### src/rtl/bit_diff_engine_pkg.sv
// bit_diff_engine_pkg: shared FSM state type and result-width helper
package bit_diff_engine_pkg;
  typedef enum logic [1:0] {IDLE, COMPUTE, PUSH} state_t;
  function automatic int rw_width(input int width);
    return $clog2(2 * width + 1);
  endfunction
endpackage

### src/rtl/bit_diff_engine_if.sv
// bit_diff_engine_if: input stream, result stream and status signals of the engine
interface bit_diff_engine_if
  import bit_diff_engine_pkg::*;
#(
  parameter int WIDTH       = 32,
  parameter int FIFO_DEPTH  = 16,
  parameter int COUNT_WIDTH = 32
);
  localparam int RW = rw_width(WIDTH);
  localparam int LW = $clog2(FIFO_DEPTH) + 1;
  logic                   in_valid;
  logic                   in_ready;
  logic [WIDTH-1:0]       in_data;
  logic                   out_valid;
  logic                   out_ready;
  logic signed [RW-1:0]   out_result;
  logic [LW-1:0]          fifo_level;
  logic [COUNT_WIDTH-1:0] count;
  modport master (
    output in_valid, in_data, out_ready,
    input  in_ready, out_valid, out_result, fifo_level, count
  );
  modport slave (
    input  in_valid, in_data, out_ready,
    output in_ready, out_valid, out_result, fifo_level, count
  );
endinterface

### src/rtl/bit_diff_fifo.sv
// bit_diff_fifo: first-word-fall-through FIFO with occupancy output
module bit_diff_fifo #(
  parameter int DW    = 8,
  parameter int DEPTH = 16
) (
  input  logic                   clk,
  input  logic                   rst,
  input  logic                   push,
  input  logic                   pop,
  input  logic [DW-1:0]          din,
  output logic [DW-1:0]          dout,
  output logic                   valid,
  output logic [$clog2(DEPTH):0] level
);
  localparam int AW = $clog2(DEPTH);
  localparam int LW = AW + 1;
  logic [DW-1:0] mem [DEPTH];
  logic [AW-1:0] wr_ptr, rd_ptr;
  logic          wr, rd;
  assign valid = level != '0;
  assign rd    = pop && valid;
  assign wr    = push && (level != LW'(DEPTH) || rd);
  assign dout  = valid ? mem[rd_ptr] : '0;
  // pointers wrap naturally at DEPTH; level tracks pushes minus pops
  always_ff @(posedge clk or posedge rst)
    if (rst) begin
      wr_ptr <= '0;
      rd_ptr <= '0;
      level  <= '0;
    end else begin
      wr_ptr <= wr_ptr + AW'(wr);
      rd_ptr <= rd_ptr + AW'(rd);
      level  <= level + LW'(wr) - LW'(rd);
    end
  // storage needs no reset: the head is masked while empty
  always_ff @(posedge clk)
    if (wr) mem[wr_ptr] <= din;
endmodule

### src/rtl/bit_diff_engine.sv
// bit_diff_engine: ones-minus-zeros per word, queued in a FWFT FIFO; BIT_DIFF_ENGINE_STATS_EN builds the result counter
module bit_diff_engine
  import bit_diff_engine_pkg::*;
#(
  parameter int WIDTH          = 32,
  parameter int BITS_PER_CYCLE = 4,
  parameter int FIFO_DEPTH     = 16,
  parameter int COUNT_WIDTH    = 32
) (
  input logic              clk,
  input logic              rst,
  bit_diff_engine_if.slave bus
);
  localparam int N  = WIDTH / BITS_PER_CYCLE;
  localparam int RW = rw_width(WIDTH);
  localparam int LW = $clog2(FIFO_DEPTH) + 1;
  localparam int BW = N > 1 ? $clog2(N) : 1;
  state_t               state, state_nxt;
  logic [WIDTH-1:0]     data;
  logic signed [RW-1:0] diff, diff_nxt;
  logic [BW-1:0]        beat;
  logic                 accept, last, push;
  assign bus.in_ready = state == IDLE && bus.fifo_level < LW'(FIFO_DEPTH);
  assign accept       = bus.in_valid && bus.in_ready;
  assign last         = beat == BW'(N - 1);
  assign push         = state == PUSH;
  // one word in flight: accept, N compute beats, one push cycle
  always_comb begin
    state_nxt = state == IDLE    ? (accept ? COMPUTE : IDLE) :
                state == COMPUTE ? (last ? PUSH : COMPUTE) : IDLE;
  end
  // each set bit of the chunk adds +1, each clear bit -1
  always_comb begin
    diff_nxt = diff - RW'(BITS_PER_CYCLE);
    for (int i = 0; i < BITS_PER_CYCLE; i++) diff_nxt = diff_nxt + (data[i] ? RW'(2) : RW'(0));
  end
  // latch the word on accept, then consume it LSB chunk first
  always_ff @(posedge clk or posedge rst)
    if (rst) begin
      state <= IDLE;
      data  <= '0;
      diff  <= '0;
      beat  <= '0;
    end else begin
      state <= state_nxt;
      if (accept) begin
        data <= bus.in_data;
        diff <= '0;
        beat <= '0;
      end else if (state == COMPUTE) begin
        data <= data >> BITS_PER_CYCLE;
        diff <= diff_nxt;
        beat <= beat + BW'(1);
      end
    end
  bit_diff_fifo #(.DW(RW), .DEPTH(FIFO_DEPTH)) u_fifo (
    .clk   (clk),
    .rst   (rst),
    .push  (push),
    .pop   (bus.out_ready),
    .din   (diff),
    .dout  (bus.out_result),
    .valid (bus.out_valid),
    .level (bus.fifo_level)
  );
`ifdef BIT_DIFF_ENGINE_STATS_EN
  logic [COUNT_WIDTH-1:0] cnt;
  // every push lands in the FIFO, so pushes are the completed results
  always_ff @(posedge clk or posedge rst)
    if (rst) cnt <= '0;
    else if (push) cnt <= cnt + COUNT_WIDTH'(1);
  assign bus.count = cnt;
`else
  assign bus.count = COUNT_WIDTH'(0);
`endif
endmodule

### src/flat_wrapper.sv
// flat-port wrapper written by rule: the top's interface ports become plain ports
module bit_diff_engine_flat import bit_diff_engine_pkg::*;
#(
  parameter int WIDTH          = 32,
  parameter int BITS_PER_CYCLE = 4,
  parameter int FIFO_DEPTH     = 16,
  parameter int COUNT_WIDTH    = 32
)
  (clk, rst, bus_in_valid, bus_in_data, bus_out_ready, bus_in_ready, bus_out_valid, bus_out_result, bus_fifo_level, bus_count);
  bit_diff_engine_if #(.WIDTH(WIDTH), .FIFO_DEPTH(FIFO_DEPTH), .COUNT_WIDTH(COUNT_WIDTH)) bus_i ();
  input logic clk;
  input logic rst;
  input wire logic [$bits(bus_i.in_valid)-1:0] bus_in_valid;
  input wire logic [$bits(bus_i.in_data)-1:0] bus_in_data;
  input wire logic [$bits(bus_i.out_ready)-1:0] bus_out_ready;
  output wire logic [$bits(bus_i.in_ready)-1:0] bus_in_ready;
  output wire logic [$bits(bus_i.out_valid)-1:0] bus_out_valid;
  output wire logic [$bits(bus_i.out_result)-1:0] bus_out_result;
  output wire logic [$bits(bus_i.fifo_level)-1:0] bus_fifo_level;
  output wire logic [$bits(bus_i.count)-1:0] bus_count;
  assign bus_i.in_valid = bus_in_valid;
  assign bus_i.in_data = bus_in_data;
  assign bus_i.out_ready = bus_out_ready;
  assign bus_in_ready = bus_i.in_ready;
  assign bus_out_valid = bus_i.out_valid;
  assign bus_out_result = bus_i.out_result;
  assign bus_fifo_level = bus_i.fifo_level;
  assign bus_count = bus_i.count;
  bit_diff_engine #(.WIDTH(WIDTH), .BITS_PER_CYCLE(BITS_PER_CYCLE), .FIFO_DEPTH(FIFO_DEPTH), .COUNT_WIDTH(COUNT_WIDTH)) u_core (.clk(clk), .rst(rst), .bus(bus_i));
endmodule
### config.mk
export PLATFORM = sky130hd
export DESIGN_NAME = bit_diff_engine_flat
export DESIGN_NICKNAME = d
export VERILOG_FILES = /design/src/rtl/bit_diff_engine_pkg.sv /design/src/rtl/bit_diff_engine_if.sv /design/src/rtl/bit_diff_fifo.sv /design/src/rtl/bit_diff_engine.sv /design/src/flat_wrapper.sv
export SDC_FILE = /design/constraint.sdc
export NUM_CORES = 1
export LEC_CHECK = 0
export BUFFER_PORTS_ARGS = -buffer_cell sky130_fd_sc_hd__buf_2
export CORE_MARGIN = 2
export CORE_UTILIZATION = 58
export DETAILED_ROUTE_END_ITERATION = 6
export HOLD_SLACK_MARGIN = 0.1
export PLACE_DENSITY_LB_ADDON = 0.15
export SETUP_SLACK_MARGIN = 0.05
export SLEW_MARGIN = 40
export SYNTH_ARGS = -nofsm -noshare
export SYNTH_HDL_FRONTEND = slang
export SYNTH_SLANG_ARGS = --single-unit
export TNS_END_PERCENT = 1
### constraint.sdc
create_clock -name clk -period 3.7 [get_ports clk]
set_clock_uncertainty 0.15 [all_clocks]
set_input_delay 0.555 -clock clk [delete_from_list [all_inputs] [get_ports clk]]
set_output_delay 0.555 -clock clk [all_outputs]
set_load 0.005 [all_outputs]
* After elaboration in Yosys (flattened, before gate mapping)
Memory sizes are Yosys's and may differ from the RTL's. Index checks and enable logic that the tools add are counted.
Cells by class: bitwise operators 0, divide/modulo/power cells 0, equal/unequal tests 4, add/sub/neg operators 10, mux-type cells 17, multipliers 0, magnitude comparators 1, reduce and logical (&&, ||, !) cells 8, shifts and indexed selects 0
Operators by type and width (number):
- 2-to-1 mux 32 bit | 2
- adder 7 bit | 4
- 2-to-1 mux 7 bit | 3
- 2-to-1 mux 2 bit | 7
- adder 4 x 1 -> 4 bit | 2
- subtractor 7 x 4 -> 7 bit, second input constant | 1
- 2-to-1 mux 3 bit | 2
- adder 5 x 1 -> 5 bit | 1
- < comparator 5 bit, second input constant | 1
- != test 5 bit, second input constant | 1
- nonzero test 5 bit | 1
- subtractor 5 x 1 -> 5 bit | 1
- logical AND 1 bit | 4
- adder 3 x 1 -> 3 bit, second input constant | 1
- == test 3 bit, second input constant | 1
- 2-to-1 mux 1 bit | 3
- == test 2 x 1 -> 1 bit, second input constant | 1
- == test 2 bit, second input constant | 1
- logical NOT 2 bit | 1
- nonzero test 2 bit | 1
- logical OR 1 bit | 1
Word-level totals: latch bits 0, memories kept 1, bits in registers 57, bits in read-only memories 0, RAM bits 112, output and inout port bits 46
Memories:
- u_core.u_fifo.mem | depth 16, width 7, read ports 1, clocked after Yosys merged registers in 0, wr ports 1, line bit_diff_fifo.sv:17 | logic [DW-1:0] mem [DEPTH];

* Depth between registers and ports, before layout
depth after elaboration 7, mapped depth 14, depth with buffers taken out 14

* Modules after synthesis
Synthesis repeated with hierarchy kept, for this count alone.
Unflattened totals: cells, all modules 515, area total of the unflattened synthesis 7599.8 um^2
Modules (own cells, without submodules):
- bit_diff_fifo | instances 1, area each 5092.4 um^2, cells an instance 255
- bit_diff_engine | instances 1, area each 2507.4 um^2, cells an instance 260

* Worst setup path after synthesis
OpenSTA, ideal clock, no wires.
path kind reg-to-reg, start register u_core.diff[1], end register u_core.diff[6], required time 3423 ps, stages on the path, launching flop included 9, library setup time 127 ps, arrival time 2452 ps, path buffers 0, slack 971 ps, period minus slack after synthesis 2729 ps, path through dfrtp_1 -> fa_1 -> ha_1 -> fa_1 -> a21oi_1 -> o2111ai_1 -> xnor2_1 -> a21oi_1 -> o22ai_1
On the way: longest elaborated chain between the ends 7
RTL lines:
- from (decl) | line bit_diff_engine.sv:20 | logic signed [RW-1:0] diff, diff_nxt;
- from (signal assigned) | line bit_diff_engine.sv:52 | diff <= diff_nxt;
- subtractor 7 x 4 -> 7 bit | line bit_diff_engine.sv:34 | diff_nxt = diff - RW'(BITS_PER_CYCLE);
- adder 7 bit (4 in series) | line bit_diff_engine.sv:35 | for (int i = 0; i < BITS_PER_CYCLE; i++) diff_nxt = diff_nxt + (data[i] ? RW'(2) : RW'(0));
- 2-to-1 mux 7 bit | line bit_diff_engine.sv:50 | end else if (state == COMPUTE) begin
- 2-to-1 mux 7 bit | line bit_diff_engine.sv:46 | if (accept) begin
Every way passes these cells. The select of a mux whose other input is x is not followed. A chain may end at the register's enable or synchronous reset.

* Worst setup path in the final report
start register u_core.u_fifo.rd_ptr[0], end output bus_out_result[5]
On the way: longest elaborated chain between the ends 2
RTL lines:
- from (decl) | line bit_diff_fifo.sv:18 | logic [AW-1:0] wr_ptr, rd_ptr;
- from (signal assigned) | line bit_diff_fifo.sv:32 | rd_ptr <= rd_ptr + AW'(rd);
- memory (16 x 7 bit)
- 2-to-1 mux 7 bit | line bit_diff_fifo.sv:23 | assign dout = valid ? mem[rd_ptr] : '0;
- to (decl) | line flat_wrapper.sv:18 | output wire logic [$bits(bus_i.out_result)-1:0] bus_out_result;
Every way passes these cells.

==> reports/results.ini <==
[status]
status = finished, final reports clean

[grt]
gr-usage-met2_pct = 35.3
met3_usage_pct = 4.48
grt_max_degree = 42
grt.total_usage_pct = 21.6
grt_pass1_wl_um = 21600
antenna_found_initial = 0
grt_busiest_layer = met2
use_met1_pct = 29.2
overflow = 0
first_global_vias = 4271

[synth]
ys_dominant_reg_cell = edfxtp_1
ys_types = 34
synthArstFlopShare_pct = 33.7
ys_warn_count = 0
synth_edf_count = 112
yosysMostFrequentCell = edfxtp_1
synthTopCellsByCount = 112 x edfxtp_1, 77 x nand2_1, 57 x dfrtp_1
yosys.area.top_type = edfxtp_1
synth_area_um2 = 7440
synth_area_per_cell_um2 = 14.5
synth_top_area_share_pct = 45.2
synth_seq_area_share_pct = 64.4
ys_seq_elements = 169
synth_area_leaders = edfxtp_1 45%, dfrtp_1 19%, mux4_2 8.5%, ha_1 4.0%, nand2_1 3.9%
netlist_instances = 513

[worst_setup_path]
crit_fanout = 15
critical_path.startpoint = u_core.u_fifo.rd_ptr[0]$_DFF_PP0_
reg2reg_from = u_core.diff[1]$_DFFE_PP0P_
startpoint_type = flip-flop
worstSetupEndpointType = output pin
required_ns = 2.99
path_class = flip-flop to output pin
cp.arrival_ns = 2.44

[drt]
detail_route.wl_per_cell_um = 18.1
via_per_inst = 5.42
detail-route-antenna-nets = 0
drt_pass1_iterations = 4
drcViolationCount = 0
dr_total_vias = 4089
wl_um = 13700
drtIter0Drc = 344

[clock_network]
h-tree-depth = 4
path_clk_slew_ns = 0.06
clk_latency_ns = 0.42
ctsRootBufferMaster = clkbuf_16
cts.sink_count = 169
clock_path_buffers = 2
numCtsBuffers = 17
cts_tree = yes

[final_layout]
nets = 633
stdcell_count = 755
diodes = 0
area_growth_pct = 12.0
drive_gt1_share_pct = 21.1
n_fill_cell = 913

[pwr]
p_leak_uw = 0.00340
finalPower_uw = 6970
powerDensity_nw_per_um2 = 836
vdd_ir_drop_max_uv = 448

[placed_design]
io_buffers = 49
dpl.hpwl_um = 8980
place_congestion = 0.821
dpl.cell_count = 722

[die]
num_rows = 41
die_w_um = 117
die-area_um2 = 13700
die_h_um = 117
io-pin-count = 82
start_util_pct = 59.2
coreArea_um2 = 12600

[hold_path]
hp-class = primary input to flip-flop
hold_start = bus_in_data[30]

[timing]
grt_setup_unrepaired = false
slew_headroom_pct = 49.9
tightest_slew_ns = 0.748
max_freq_ghz = 0.318
drv_slew = 0
timing_hold_violations_final = 0
finalSetupTns_ns = 0
min_period_ns = 3.15
period_share_pct = 85.1
finalSetupViolCount = 0

[run]
maxCapViolCount = 0

## placed cells by master, fill, tap and decap left out, drive strengths merged, types with 2 or more instances in the layout
| cell | n |
|---|---|
| a21o | 3 |
| a21oi | 7 |
| a22oi | 27 |
| and2 | 3 |
| buf | 61 |
| bufinv | 2 |
| clkbuf | 25 |
| clkinv | 3 |
| clkinvlp | 2 |
| conb | 32 |
| dfrtp | 57 |
| edfxtp | 112 |
| fa | 3 |
| ha | 24 |
| inv | 20 |
| mux2i | 14 |
| mux4 | 28 |
| nand2 | 77 |
| nand2b | 4 |
| nand3 | 17 |
| nand3b | 2 |
| nor2 | 18 |
| nor3 | 5 |
| o21ai | 7 |
| o22ai | 8 |
| xnor2 | 10 |
| xor2 | 5 |
## sequential cells by signal, summed over array words and instances (netlist names)
register and flops:
u_core.data 32, u_core.state 2, u_core.diff 7, u_core.u_fifo.rd_ptr 4, u_core.beat 3, u_core.u_fifo.wr_ptr 4
u_core.u_fifo.level 5, u_core.u_fifo.mem 112
## cell type report
cell class	count	area (µm²)	area share, %
clock inverters	7	93.8	1.13
multi-input cells	300	2320	27.8
repair buffers	62	358	4.30
inverters	20	77.6	0.931
flip-flops and latches	169	4790	57.5
clock buffers	25	475	5.71
well taps	172	215	2.58
## what timing repair did
item	4_1_cts	5_1_grt
endpoints found under the hold margin	40	0
gates resized for setup	0	0
setup buffers	0	0
hold buffers	1	0
## where the power goes
part	leakage (µW)	internal, µW	switching (µW)	total (µW)
clock network	0.000271	1030	670	1700
logic	0.00140	1100	1200	2300
registers	0.00173	2500	472	2970
## worst paths after layout
kind                                                     to  slack [ns]  cells after the start
worst max-delay path                      bus_out_result[5]        0.55                      5
worst min-delay path            u_core.data[30]$_DFFE_PP0P_        0.18                      3
worst max register to register   u_core.diff[6]$_DFFE_PP0P_        0.59                      8
worst min register to register  u_core.data[18]$_DFFE_PP0P_        0.33                      2
max in group asynchronous        u_core.diff[1]$_DFFE_PP0P_        2.16                      4
min in group asynchronous       u_core.data[29]$_DFFE_PP0P_        0.61                      3
## layer usage
layer	vias up	share of wire [%]
met5	-	0
met4	0	1.2
met3	12	5.1
met2	107	51
met1	2037	43
li1	1933	-
## cells by family (layout without fill, tap and decap cells)
logic type | count (synthesis) | after routing | share of synthesized area, %
AO/OA/AOI/OAI | 57 | 57 | 5.28
XOR/XNOR | 15 | 15 | 1.77
adder cells (fa/ha/maj) | 27 | 27 | 4.84
buffers and inverters | 75 | 114 | 6.04
flip-flops | 169 | 169 | 64.4
multiplexers | 42 | 42 | 10.4
other | 1 | 32 | 0.0504
AND/OR/NAND/NOR | 127 | 127 | 7.28
## through the flow
step | cell area [µm²] | hold WS (ns) | setup slack [ns] | utilization, %
2_1_floorplan | 7560 | 0.295 | 0.971 | -
3_3_place_gp | 7750 | 0.309 | 0.685 | 61.6
3_5_place_dp | 7750 | 0.313 | 0.605 | 61.7
4_1_cts | 8330 | 0.157 | 0.440 | 66.3
5_1_grt | 8330 | 0.178 | 0.376 | 66.3
6_report | 8330 | 0.179 | 0.551 | 66.3
## critical path, stage by stage (launching register included)
cell	delay (ns)
dfrtp_2	0.72
buf_4	0.32
mux4_2	0.52
mux2i_1	0.21
o22ai_1	0.12
buf_2	0.14
(Power assumes the default switching activity.)
